$ cat src/rtl/i2c_pkg.sv
// i2c_pkg: command codes, sequencer phases and the per-phase {SclOe,SdaOe} patterns
// shared by the bit sequencer and the byte controller.
package i2c_pkg;

    typedef enum logic [1:0] {I2C_START, I2C_STOP, I2C_WRITE, I2C_READ} cmd_t;
    typedef enum logic [2:0] {IDLE, PA, PB, PC, PD} phase_t;

    // {SclOe,SdaOe} pairs for PA,PB,PC,PD with PA in the top bits
    localparam logic [7:0] START_LINES = 8'b00_00_01_11;
    localparam logic [7:0] STOP_LINES  = 8'b11_01_01_00;
    localparam logic [7:0] READ_LINES  = 8'b10_00_00_10;
    localparam logic [3:0] WRITE_SCL   = 4'b1001;

    // Quarter count at which the 2-flop SCL synchroniser has seen the PB release
    localparam int STRETCH_CHECK = 2;

    function automatic logic [1:0] phase_lines(cmd_t c, phase_t p, logic b);
        logic [7:0] t;
        int i;
        t = c == I2C_START ? START_LINES :
            c == I2C_STOP  ? STOP_LINES  :
            c == I2C_READ  ? READ_LINES  :
            {WRITE_SCL[3], ~b, WRITE_SCL[2], ~b, WRITE_SCL[1], ~b, WRITE_SCL[0], ~b};
        i = int'(p) - int'(PA);
        return t[6 - 2 * i +: 2];
    endfunction

endpackage

$ cat src/rtl/i2c_quarter_tick.sv
// i2c_quarter_tick: quarter-bit-period counter; Tick flags the last cycle of a quarter.
module i2c_quarter_tick #(
    parameter int QDIV = 250,
    parameter int QW   = $clog2(QDIV)
) (
    input  logic          Clk,
    input  logic          Reset,
    input  logic          Clear,
    input  logic          Hold,
    output logic          Tick,
    output logic [QW-1:0] Count
);

    assign Tick = Count == QW'(QDIV - 1) && !Hold;

    always_ff @(posedge Clk or negedge Reset)
        if (!Reset)
            Count <= '0;
        else if (Clear || Tick)
            Count <= '0;
        else if (!Hold)
            Count <= Count + QW'(1);

endmodule

$ cat src/rtl/i2c_bit_sequencer.sv
// i2c_bit_sequencer: runs one START/STOP/WRITE/READ bit command as four quarter-period
// phases on open-drain SCL/SDA, with SCL clock stretching and RX bit sampling.
module i2c_bit_sequencer
    import i2c_pkg::*;
#(
    parameter int INPUT_CLK = 100_000_000,
    parameter int BUS_CLK   = 100_000,
    parameter int QDIV      = INPUT_CLK / (4 * BUS_CLK),
    parameter int QW        = $clog2(QDIV)
) (
    input  logic       Clk,
    input  logic       Reset,
    input  logic       CmdValid,
    output logic       CmdReady,
    input  logic [1:0] Cmd,
    input  logic       TxBit,
    output logic       Done,
    output logic       RxBit,
    output logic       RxValid,
    output logic       Busy,
    output logic       SclOe,
    output logic       SdaOe,
    input  logic       SclIn,
    input  logic       SdaIn
);

    localparam int HOLD_AT = QDIV - 1 < STRETCH_CHECK ? QDIV - 1 : STRETCH_CHECK;

    phase_t        state, next;
    cmd_t          cmd_q;
    logic          tx_q, scl_oe, sda_oe, done_q, rx_valid, rx_bit;
    logic [1:0]    scl_sync, sda_sync;
    logic [QW-1:0] count;
    logic          tick, hold;

    // Stretch is judged once the synchroniser reflects the released SCL, so an
    // unstretched PB keeps its nominal length.
    assign hold = state == PB && !scl_sync[1] && count == QW'(HOLD_AT);
    assign next = state == PD ? IDLE : phase_t'(state + 3'd1);

    i2c_quarter_tick #(.QDIV(QDIV), .QW(QW)) u_tick (
        .Clk  (Clk),
        .Reset(Reset),
        .Clear(state == IDLE),
        .Hold (hold),
        .Tick (tick),
        .Count(count)
    );

    always_ff @(posedge Clk or negedge Reset)
        if (!Reset) begin
            scl_sync <= 2'b11;
            sda_sync <= 2'b11;
        end else begin
            scl_sync <= {scl_sync[0], SclIn};
            sda_sync <= {sda_sync[0], SdaIn};
        end

    always_ff @(posedge Clk or negedge Reset)
        if (!Reset) begin
            state    <= IDLE;
            cmd_q    <= I2C_START;
            tx_q     <= 1'b0;
            scl_oe   <= 1'b0;
            sda_oe   <= 1'b0;
            done_q   <= 1'b0;
            rx_valid <= 1'b0;
            rx_bit   <= 1'b0;
        end else begin
            done_q   <= 1'b0;
            rx_valid <= 1'b0;
            if (state == IDLE) begin
                if (CmdValid) begin
                    state            <= PA;
                    cmd_q            <= cmd_t'(Cmd);
                    tx_q             <= TxBit;
                    {scl_oe, sda_oe} <= phase_lines(cmd_t'(Cmd), PA, TxBit);
                end
            end else if (tick) begin
                state <= next;
                if (state == PD) begin
                    done_q   <= 1'b1;
                    rx_valid <= cmd_q == I2C_READ;
                end else
                    {scl_oe, sda_oe} <= phase_lines(cmd_q, next, tx_q);
                if (state == PC && cmd_q == I2C_READ)
                    rx_bit <= sda_sync[1];
            end
        end

    assign CmdReady = state == IDLE;
    assign Busy     = !CmdReady;
    assign Done     = done_q;
    assign RxValid  = rx_valid;
    assign RxBit    = rx_bit;
    assign SclOe    = scl_oe;
    assign SdaOe    = sda_oe;

endmodule

$ cat config.mk
export PLATFORM = sky130hd
export DESIGN_NAME = i2c_bit_sequencer
export DESIGN_NICKNAME = d
export VERILOG_FILES = /design/src/rtl/i2c_pkg.sv /design/src/rtl/i2c_quarter_tick.sv /design/src/rtl/i2c_bit_sequencer.sv
export SDC_FILE = /design/constraint.sdc
export NUM_CORES = 1
export LEC_CHECK = 0
export ABC_CLOCK_PERIOD_IN_PS = 4100
export CORE_MARGIN = 3
export CORE_UTILIZATION = 39
export CTS_CLUSTER_SIZE = 10
export DETAILED_ROUTE_END_ITERATION = 8
export GPL_ROUTABILITY_DRIVEN = 0
export PLACE_DENSITY = 0.63
export SLEW_MARGIN = 10
export SYNTH_ARGS = -nofsm -noshare
export SYNTH_HDL_FRONTEND = slang
export SYNTH_SLANG_ARGS = --single-unit
$ cat constraint.sdc
create_clock -name Clk -period 4.1 [get_ports Clk]
set_clock_uncertainty 0.1 [all_clocks]
set_input_delay 0.615 -clock Clk [delete_from_list [all_inputs] [get_ports Clk]]
set_output_delay 0.615 -clock Clk [all_outputs]
set_load 0.02 [all_outputs]
==> results.json, run 1 <==
{
  "fin_util_pct": 49.2,
  "power.density_mw_per_mm2": 250,
  "drt-total-wl_um": 2240,
  "max-cap-violations": 0,
  "grt_usage_pct": 14.1,
  "rsz0062_at_grt": "no",
  "crit_arrival_ps": 2170,
  "dieArea_mm2": 0.00379,
  "drive_above_1_share_pct": 10.7,
  "insertion_delay_ps": 310,
  "grt_pass1_vias": 872,
  "die_h_um": 61.6,
  "numCtsBuffers": 3,
  "vias": 895,
  "antenna_found_initial": 0,
  "place_inst": 158,
  "period_needed_ps": 2880,
  "drc": 0,
  "fin_nets": 147,
  "synth_edf_count": 0,
  "netlist_top_cells_area": "dfrtp_1, dfstp_2, ha_1",
  "required_ps": 3380,
  "io-pin-count": 15,
  "yosysUniqueCellTypes": 42,
  "synth_common_cells": "dfrtp_1, nor2_1, o21ai_0",
  "ant_nets": 0,
  "start_util_pct": 42.2,
  "period_share_pct": 70.3,
  "max_freq_mhz": 347,
  "post_cts_resized": 0,
  "area_growth_pct": 16.4,
  "ir_drop_uv": 145,
  "detail_route.wl_per_cell_um": 13.8,
  "synth.most_common_cell": "dfrtp_1",
  "core_mm2": 0.00285,
  "clkTransAtPathRegs_ps": 130,
  "synthesis.area_mm2": 0.00120,
  "synth_seq_cells": 23,
  "clock_sinks": 23,
  "tns_ps": 0,
  "fp-row-count": 19,
  "yosysSeqAreaShare_pct": 48.2,
  "yosys.area.top_type": "dfrtp_1",
  "setup_viol": 0,
  "status": "complete, no violations",
  "start_kind": "register",
  "syn_area_per_cell_um2": 10.5,
  "clk_path_buf_depth": 2,
  "crit_fanout": 10,
  "grt_pass1_wl_um": 3910,
  "tightestPinTransition_ps": 1020,
  "cts_root_buf": "clkbuf_4",
  "cts_setup_buffers": 0,
  "drv_slew": 0,
  "portBuffers": 14,
  "postSynthCellCount": 115,
  "critPathKind": "register to output pin",
  "dpl.hpwl_um": 1750,
  "r2r_slack_ps": 1840,
  "ys.warnings.count": 0,
  "num_antenna_cells": 0,
  "cts_hold_buf": 0,
  "finalHoldViolCount": 0,
  "synth_async_sr_flop_share_pct": 100,
  "cts_tree": "done",
  "netlist.area_leader.share_pct": 39.5,
  "fin_cells": 162,
  "hold_class": "register to register",
  "slew_headroom_pct": 31.9,
  "grt_overflow": 0,
  "synth_flop_cell": "dfrtp_1",
  "die-width_um": 61.6,
  "crit_path_end_kind": "output pin",
  "grt_max_degree": 24,
  "p_leak_nw": 0.604,
  "first_pass_iters": 4,
  "drt-vias-per-instance": 5.52,
  "synth_nets": 130,
  "drt_iter0_drc": 25,
  "cts_max_level": 1
}
## worst paths after layout
check,startpoint,endpoint,depth (start not counted)
min in group asynchronous,Reset,state[2],1
max in group asynchronous,Reset,u_tick.Count[3],1
worst min-delay path,scl_sync[0],scl_sync[1],0
worst max-delay path,state[0],CmdReady,5
worst min register to register,scl_sync[0],scl_sync[1],0
worst max register to register,state[0],SdaOe,6
## cell usage in the layout (no fill, tap or decap), drive strengths merged, types with 2 or more instances in the layout
cell / count
nand2: 5
ha: 7
inv: 7
nand3: 4
or3: 2
o21ai: 9
nor2: 10
mux2: 4
a31oi: 2
dfrtp: 19
xor2: 3
and3: 2
nand3b: 2
dfstp: 4
mux2i: 2
o31ai: 2
a21oi: 7
nand2b: 2
xnor2: 2
clkdlybuf4s50: 14
clkbuf: 3
nor3: 2
## registers in the layout (all words and copies together) (netlist names)
signal,flops
Done,1
RxBit,1
RxValid,1
SclOe,1
SdaOe,1
cmd_q,2
scl_sync,2
sda_sync,2
state,3
tx_q,1
u_tick.Count,8
## cell type report
class | count | area, um2
fill | 265 | 1450
multi-input combinational | 83 | 587
sequential | 23 | 581
timing repair buffer | 14 | 140
tap | 31 | 38.8
inverter | 7 | 28.8
clock buffer | 3 | 22.5
clock inverter | 1 | 5.00
## logic make-up (layout without fill, tap and decap cells)
kind of cell             count (synthesis)  in the layout  share of synthesized area [%]
adder cells (fa/ha/maj)                  7              7                           7.27
XOR/XNOR                                 5              5                           3.64
buffers and inverters                    9             25                           3.11
AO/OA/AOI/OAI                           25             25                           12.4
AND/OR/NAND/NOR                         40             40                           20.0
multiplexers                             6              6                           5.40
flip-flops                              23             23                           48.2
## stage by stage
stage | hold slack [ps] | power [mW] | worst slack [ps] | cell area [um2]
2_1_floorplan | 219 | 0.236 | 2060 | 1200
3_3_place_gp | 246 | 0.248 | 1630 | 1380
3_5_place_dp | 249 | 0.248 | 1590 | 1380
4_1_cts | 268 | 0.355 | 1200 | 1400
5_1_grt | 273 | 0.367 | 1060 | 1400
6_report | 266 | 0.351 | 1220 | 1400
## power by group
part           leakage [nW]  internal (mW)  switching, mW
Clock                0.0177         0.0365         0.0710
Sequential            0.277          0.230       0.000501
Combinational         0.308        0.00652        0.00629
## critical path, stage by stage, from the launching register on
cell	delay, ps
dfrtp_1	490
inv_1	130
ha_1	390
nand2b_4	110
inv_4	120
clkdlybuf4s50_1	610
## layer usage
metal / global-route usage [%] / part of all wire, % / wire (um) / vias to the layer above
met2: 24.8 / 52 / 1160 / 11
met5: 0 / 0 / 0 / -
met4: 2.73 / 0.85 / 19 / 0
li1: - / - / - / 446
met3: 5.03 / 3.4 / 77 / 2
met1: 16.6 / 44 / 986 / 436
No activity file was read; power rests on OpenSTA's default activity.
==> inputs of run 2 (changes only) <==
- ABC_CLOCK_PERIOD_IN_PS: 4100 -> 2600
- PLACE_DENSITY: 0.63 -> 0.66
- clock period: 4.1 -> 2.6 ns (I/O delays scaled with it)
==> results.json, run 2 (synthesis results as in run 1) <==
{
  "drv_slew": 0,
  "grt_pass1_wl_um": 4130,
  "fp-row-count": 19,
  "clock_sinks": 23,
  "crit_path_end_kind": "output pin",
  "largest-register": "u_tick.Count",
  "setup_viol": 0,
  "largest_reg_flops": 8,
  "ir_drop_uv": 330,
  "portBuffers": 14,
  "critPathKind": "register to output pin",
  "grt_usage_pct": 14.7,
  "placed_area_mm2": 0.00139,
  "drt-total-wl_um": 2400,
  "fin_nets": 149,
  "power_frac_comb_pct": 3.8,
  "antenna_found_initial": 0,
  "setup_ws_ps": 118,
  "grt_overflow": 0,
  "drc": 0,
  "power.clock.fraction_pct": 31.0,
  "cts_max_level": 1,
  "dieArea_mm2": 0.00379,
  "status": "complete, no violations",
  "post_cts_resized": 0,
  "cts_root_buf": "clkbuf_4",
  "crit_arrival_ps": 1990,
  "area_growth_pct": 17.9,
  "drt_iter0_drc": 42,
  "crit_fanout": 9,
  "num_antenna_cells": 0,
  "cp_slowest_cell": "clkdlybuf4s50_1",
  "power_frac_seq_pct": 65.2,
  "insertion_delay_ps": 320,
  "max_freq_mhz": 403,
  "drt-vias-per-instance": 5.65,
  "tightestPinTransition_ps": 597,
  "period_needed_ps": 2480,
  "power.switching_mw": 0.125,
  "finalHoldViolCount": 0,
  "grt_max_degree": 15,
  "first_pass_iters": 4,
  "detail_route.wl_per_cell_um": 14.6,
  "p_int_mw": 0.433,
  "dpl.hpwl_um": 1880,
  "numCtsBuffers": 3,
  "crit_buf_inv": 3,
  "rsz0062_at_grt": "no",
  "final_cell_mix": "dfrtp_1, clkdlybuf4s50_1, nor2_1",
  "max-cap-violations": 0,
  "start_util_pct": 42.2,
  "die_h_um": 61.6,
  "p_leak_nw": 0.610,
  "clk_path_buf_depth": 2,
  "clkTransAtPathRegs_ps": 140,
  "slowest_delay_ps": 610,
  "reg_top3": "u_tick.Count (8), state (3)",
  "start_kind": "register",
  "tns_ps": 0,
  "power.density_mw_per_mm2": 393,
  "drive_above_1_share_pct": 12.0,
  "path_cells": "inv_1 -> ha_1 -> nand2b_4 -> inv_4 -> clkdlybuf4s50_1",
  "slew_headroom_pct": 60.1,
  "core_mm2": 0.00285,
  "cts_hold_buf": 0,
  "power.share.switching_pct": 22.4,
  "vias": 926,
  "required_ps": 2110,
  "io-pin-count": 15,
  "grt_pass1_vias": 946,
  "place_ws_ps": 447,
  "hold_class": "register to register",
  "final_common_cell": "dfrtp_1",
  "path_delay_family": "buffers and inverters",
  "cts_setup_buffers": 0,
  "cts_tree": "done",
  "period_share_pct": 95.5,
  "ant_nets": 0,
  "die-width_um": 61.6,
  "stdcell_area_mm2": 0.00142
}
run 2: through the flow:
stage / utilization, % / cells / total power [mW] / hold WS, ps
after global routing: 49.8 / 164 / 0.587 / 278
final: 49.8 / 164 / 0.558 / 271
after floorplan: - / 115 / 0.372 / -5.59
after detailed placement: 48.7 / 160 / 0.393 / 251
after global placement: 48.7 / 160 / 0.392 / 247
after CTS: 49.8 / 164 / 0.568 / 275
run 2: metal layers:
| metal | vias up | global-route usage [%] | part of all wire [%] |
|---|---|---|---|
| met5 | - | 0 | 0 |
| met4 | 0 | 2.12 | 0 |
| met3 | 0 | 4.40 | 3.4 |
| met2 | 13 | 26.5 | 52 |
| met1 | 457 | 17.7 | 45 |
| li1 | 456 | - | - |
run 2: path summary, 6_finish.rpt:
path / from / to / slack [ps] / cells after the start
worst max-delay path: state[0] / CmdReady / 120 / 5
worst min-delay path: sda_sync[0] / sda_sync[1] / 270 / 0
worst max register to register: state[0] / SdaOe / 420 / 6
worst min register to register: sda_sync[0] / sda_sync[1] / 270 / 0
max in group asynchronous: Reset / u_tick.Count[7] / 1490 / 2
min in group asynchronous: Reset / state[2] / 320 / 1
run 2: layout make-up:
| type | count | area [um2] |
|---|---|---|
| Clock buffer | 3 | 22.5 |
| Clock inverter | 1 | 7.51 |
| Fill cell | 276 | 1430 |
| Inverter | 7 | 28.8 |
| Multi-Input combinational cell | 83 | 587 |
| Sequential cell | 23 | 581 |
| Tap cell | 31 | 38.8 |
| Timing Repair Buffer | 16 | 155 |
run 2: power by group through the flow:
stage | clock network [mW] | logic, mW | registers (mW)
global route | 0.199 | 0.0236 | 0.365
finish | 0.173 | 0.0211 | 0.364
CTS | 0.182 | 0.0221 | 0.364
floorplan | 0 | 0.00147 | 0.371
global placement | 0 | 0.0218 | 0.371
detailed placement | 0 | 0.0220 | 0.371
run 2: worst register-to-register path, cell delays in order (launching register included):
cell      delay (ps)
dfrtp_1          500
ha_1             240
ha_1             340
or4b_1           190
o211ai_1          80
or4_1            510
a31oi_1          170
==> inputs of run 3 (changes only) <==
- CORE_UTILIZATION: 39 -> 33
- PLACE_DENSITY: 0.66 -> 0.58
==> results.json, run 3 (synthesis results as in run 1) <==
{
  "status": "complete, no violations",
  "r2r-end": "SdaOe",
  "drt-total-wl_um": 2310,
  "start_kind": "register",
  "final-seq-area_um2": 581,
  "drt_iter0_drc": 67,
  "fp-row-count": 21,
  "reg_top3": "u_tick.Count (8), state (3)",
  "largest-register": "u_tick.Count",
  "crit_path_end_kind": "output pin",
  "max-cap-violations": 0,
  "die_h_um": 66.4,
  "ir_drop_uv": 314,
  "hold_class": "register to register",
  "numCtsBuffers": 3,
  "io-pin-count": 15,
  "n_fill_cell": 337,
  "largest_reg_flops": 8,
  "fin_nets": 149,
  "drt-vias-per-instance": 5.03,
  "power.density_mw_per_mm2": 385,
  "tns_ps": 0,
  "dieArea_mm2": 0.00441,
  "antenna_found_initial": 0,
  "cts_max_level": 1,
  "period_needed_ps": 2460,
  "detail_route.wl_per_cell_um": 12.9,
  "clkTransAtPathRegs_ps": 130,
  "portBuffers": 14,
  "drive_above_1_share_pct": 11.3,
  "finalHoldViolCount": 0,
  "clk_path_buf_depth": 2,
  "r2r_cells": 6,
  "crit_fanout": 9,
  "required_ps": 2110,
  "top_layer_used": "met4",
  "grt_usage_pct": 12.7,
  "r2r-start": "state[0]",
  "tightestPinTransition_ps": 583,
  "hold_path_end": "scl_sync[1]",
  "max_freq_mhz": 406,
  "cts_tree": "done",
  "ant_nets": 0,
  "drv_slew": 0,
  "final_cell_mix": "dfrtp_1, clkdlybuf4s50_1, nor2_1",
  "wl_met3_um": 82,
  "dpl.hpwl_um": 1800,
  "grt_pass1_vias": 921,
  "wl_met1_um": 1090,
  "first_pass_iters": 4,
  "final_common_cell": "dfrtp_1",
  "clock_sinks": 23,
  "post_cts_resized": 0,
  "grt_pass1_wl_um": 4250,
  "insertion_delay_ps": 310,
  "vias": 901,
  "critPathKind": "register to output pin",
  "grt_overflow": 0,
  "hold_slack_ps": 260,
  "core_mm2": 0.00342,
  "min_path_cells": 0,
  "setup_viol": 0,
  "wl_met2_um": 1120,
  "area_growth_pct": 19.1,
  "cts_setup_buffers": 0,
  "period_share_pct": 94.7,
  "rsz0062_at_grt": "no",
  "min-delay-start": "scl_sync[0]",
  "cts_hold_buf": 0,
  "drc": 0,
  "start_util_pct": 35.3,
  "p_leak_nw": 0.611,
  "die-width_um": 66.4,
  "multi_input_area_um2": 587,
  "slew_headroom_pct": 61.0,
  "r2r_slack_ps": 430,
  "crit_arrival_ps": 1970,
  "cts_root_buf": "clkbuf_4",
  "num_antenna_cells": 0,
  "grt_max_degree": 15
}
==> run 3: cell count changes in the layout (fill, tap and decap cells not counted), sizes merged <==
cell,change
clkinvlp,-1
clkbuf,+1
==> run 3: power breakdown <==
part / total (mW) / switching [mW] / internal, mW
Sequential: 0.364 / 0.000882 / 0.363
Combinational: 0.0209 / 0.00969 / 0.0112
Clock: 0.167 / 0.107 / 0.0599
==> run 3: critical path, cell delays in order (launching register included) <==
cell             delay [ps]
dfrtp_1                 490
inv_1                   140
ha_1                    220
nand2b_4                 90
inv_4                   110
clkdlybuf4s50_1         620
==> run 3: per-layer routing <==
metal | track usage [%] | vias up
met2 | 21.6 | 12
met4 | 3.05 | 0
li1 | - | 451
met5 | 0 | -
met3 | 3.91 | 2
met1 | 15.7 | 436
==> run 3: through the flow <==
step / cell area (um2) / util (%) / power [mW] / worst slack [ps] / instances
2_1_floorplan: 1200 / - / 0.372 / 556 / 115
5_1_grt: 1440 / 42.0 / 0.583 / 21.1 / 179
4_1_cts: 1440 / 42.0 / 0.565 / 120 / 179
3_5_place_dp: 1410 / 41.2 / 0.393 / 423 / 175
3_3_place_gp: 1410 / 41.2 / 0.392 / 498 / 175
6_report: 1440 / 42.0 / 0.552 / 139 / 179
==> run 3: worst max path at each step <==
stage                        start        to  slack [ps]  cells past startpoint
after floorplan           state[0]     SdaOe         560                      8
after CTS                 state[0]  CmdReady         120                      5
after global routing      state[0]  CmdReady          20                      5
final                     state[0]  CmdReady         140                      5
after global placement    state[0]     SdaOe         500                      6
after detailed placement  state[0]     SdaOe         420                      6
==> run 3: final cells by class <==
cell class                      count  area share (%)
Multi-Input combinational cell     83            40.9
Sequential cell                    23            40.5
Timing Repair Buffer               16            10.8
Clock buffer                        4            1.83
Inverter                            7            2.01
Tap cell                           46            4.01
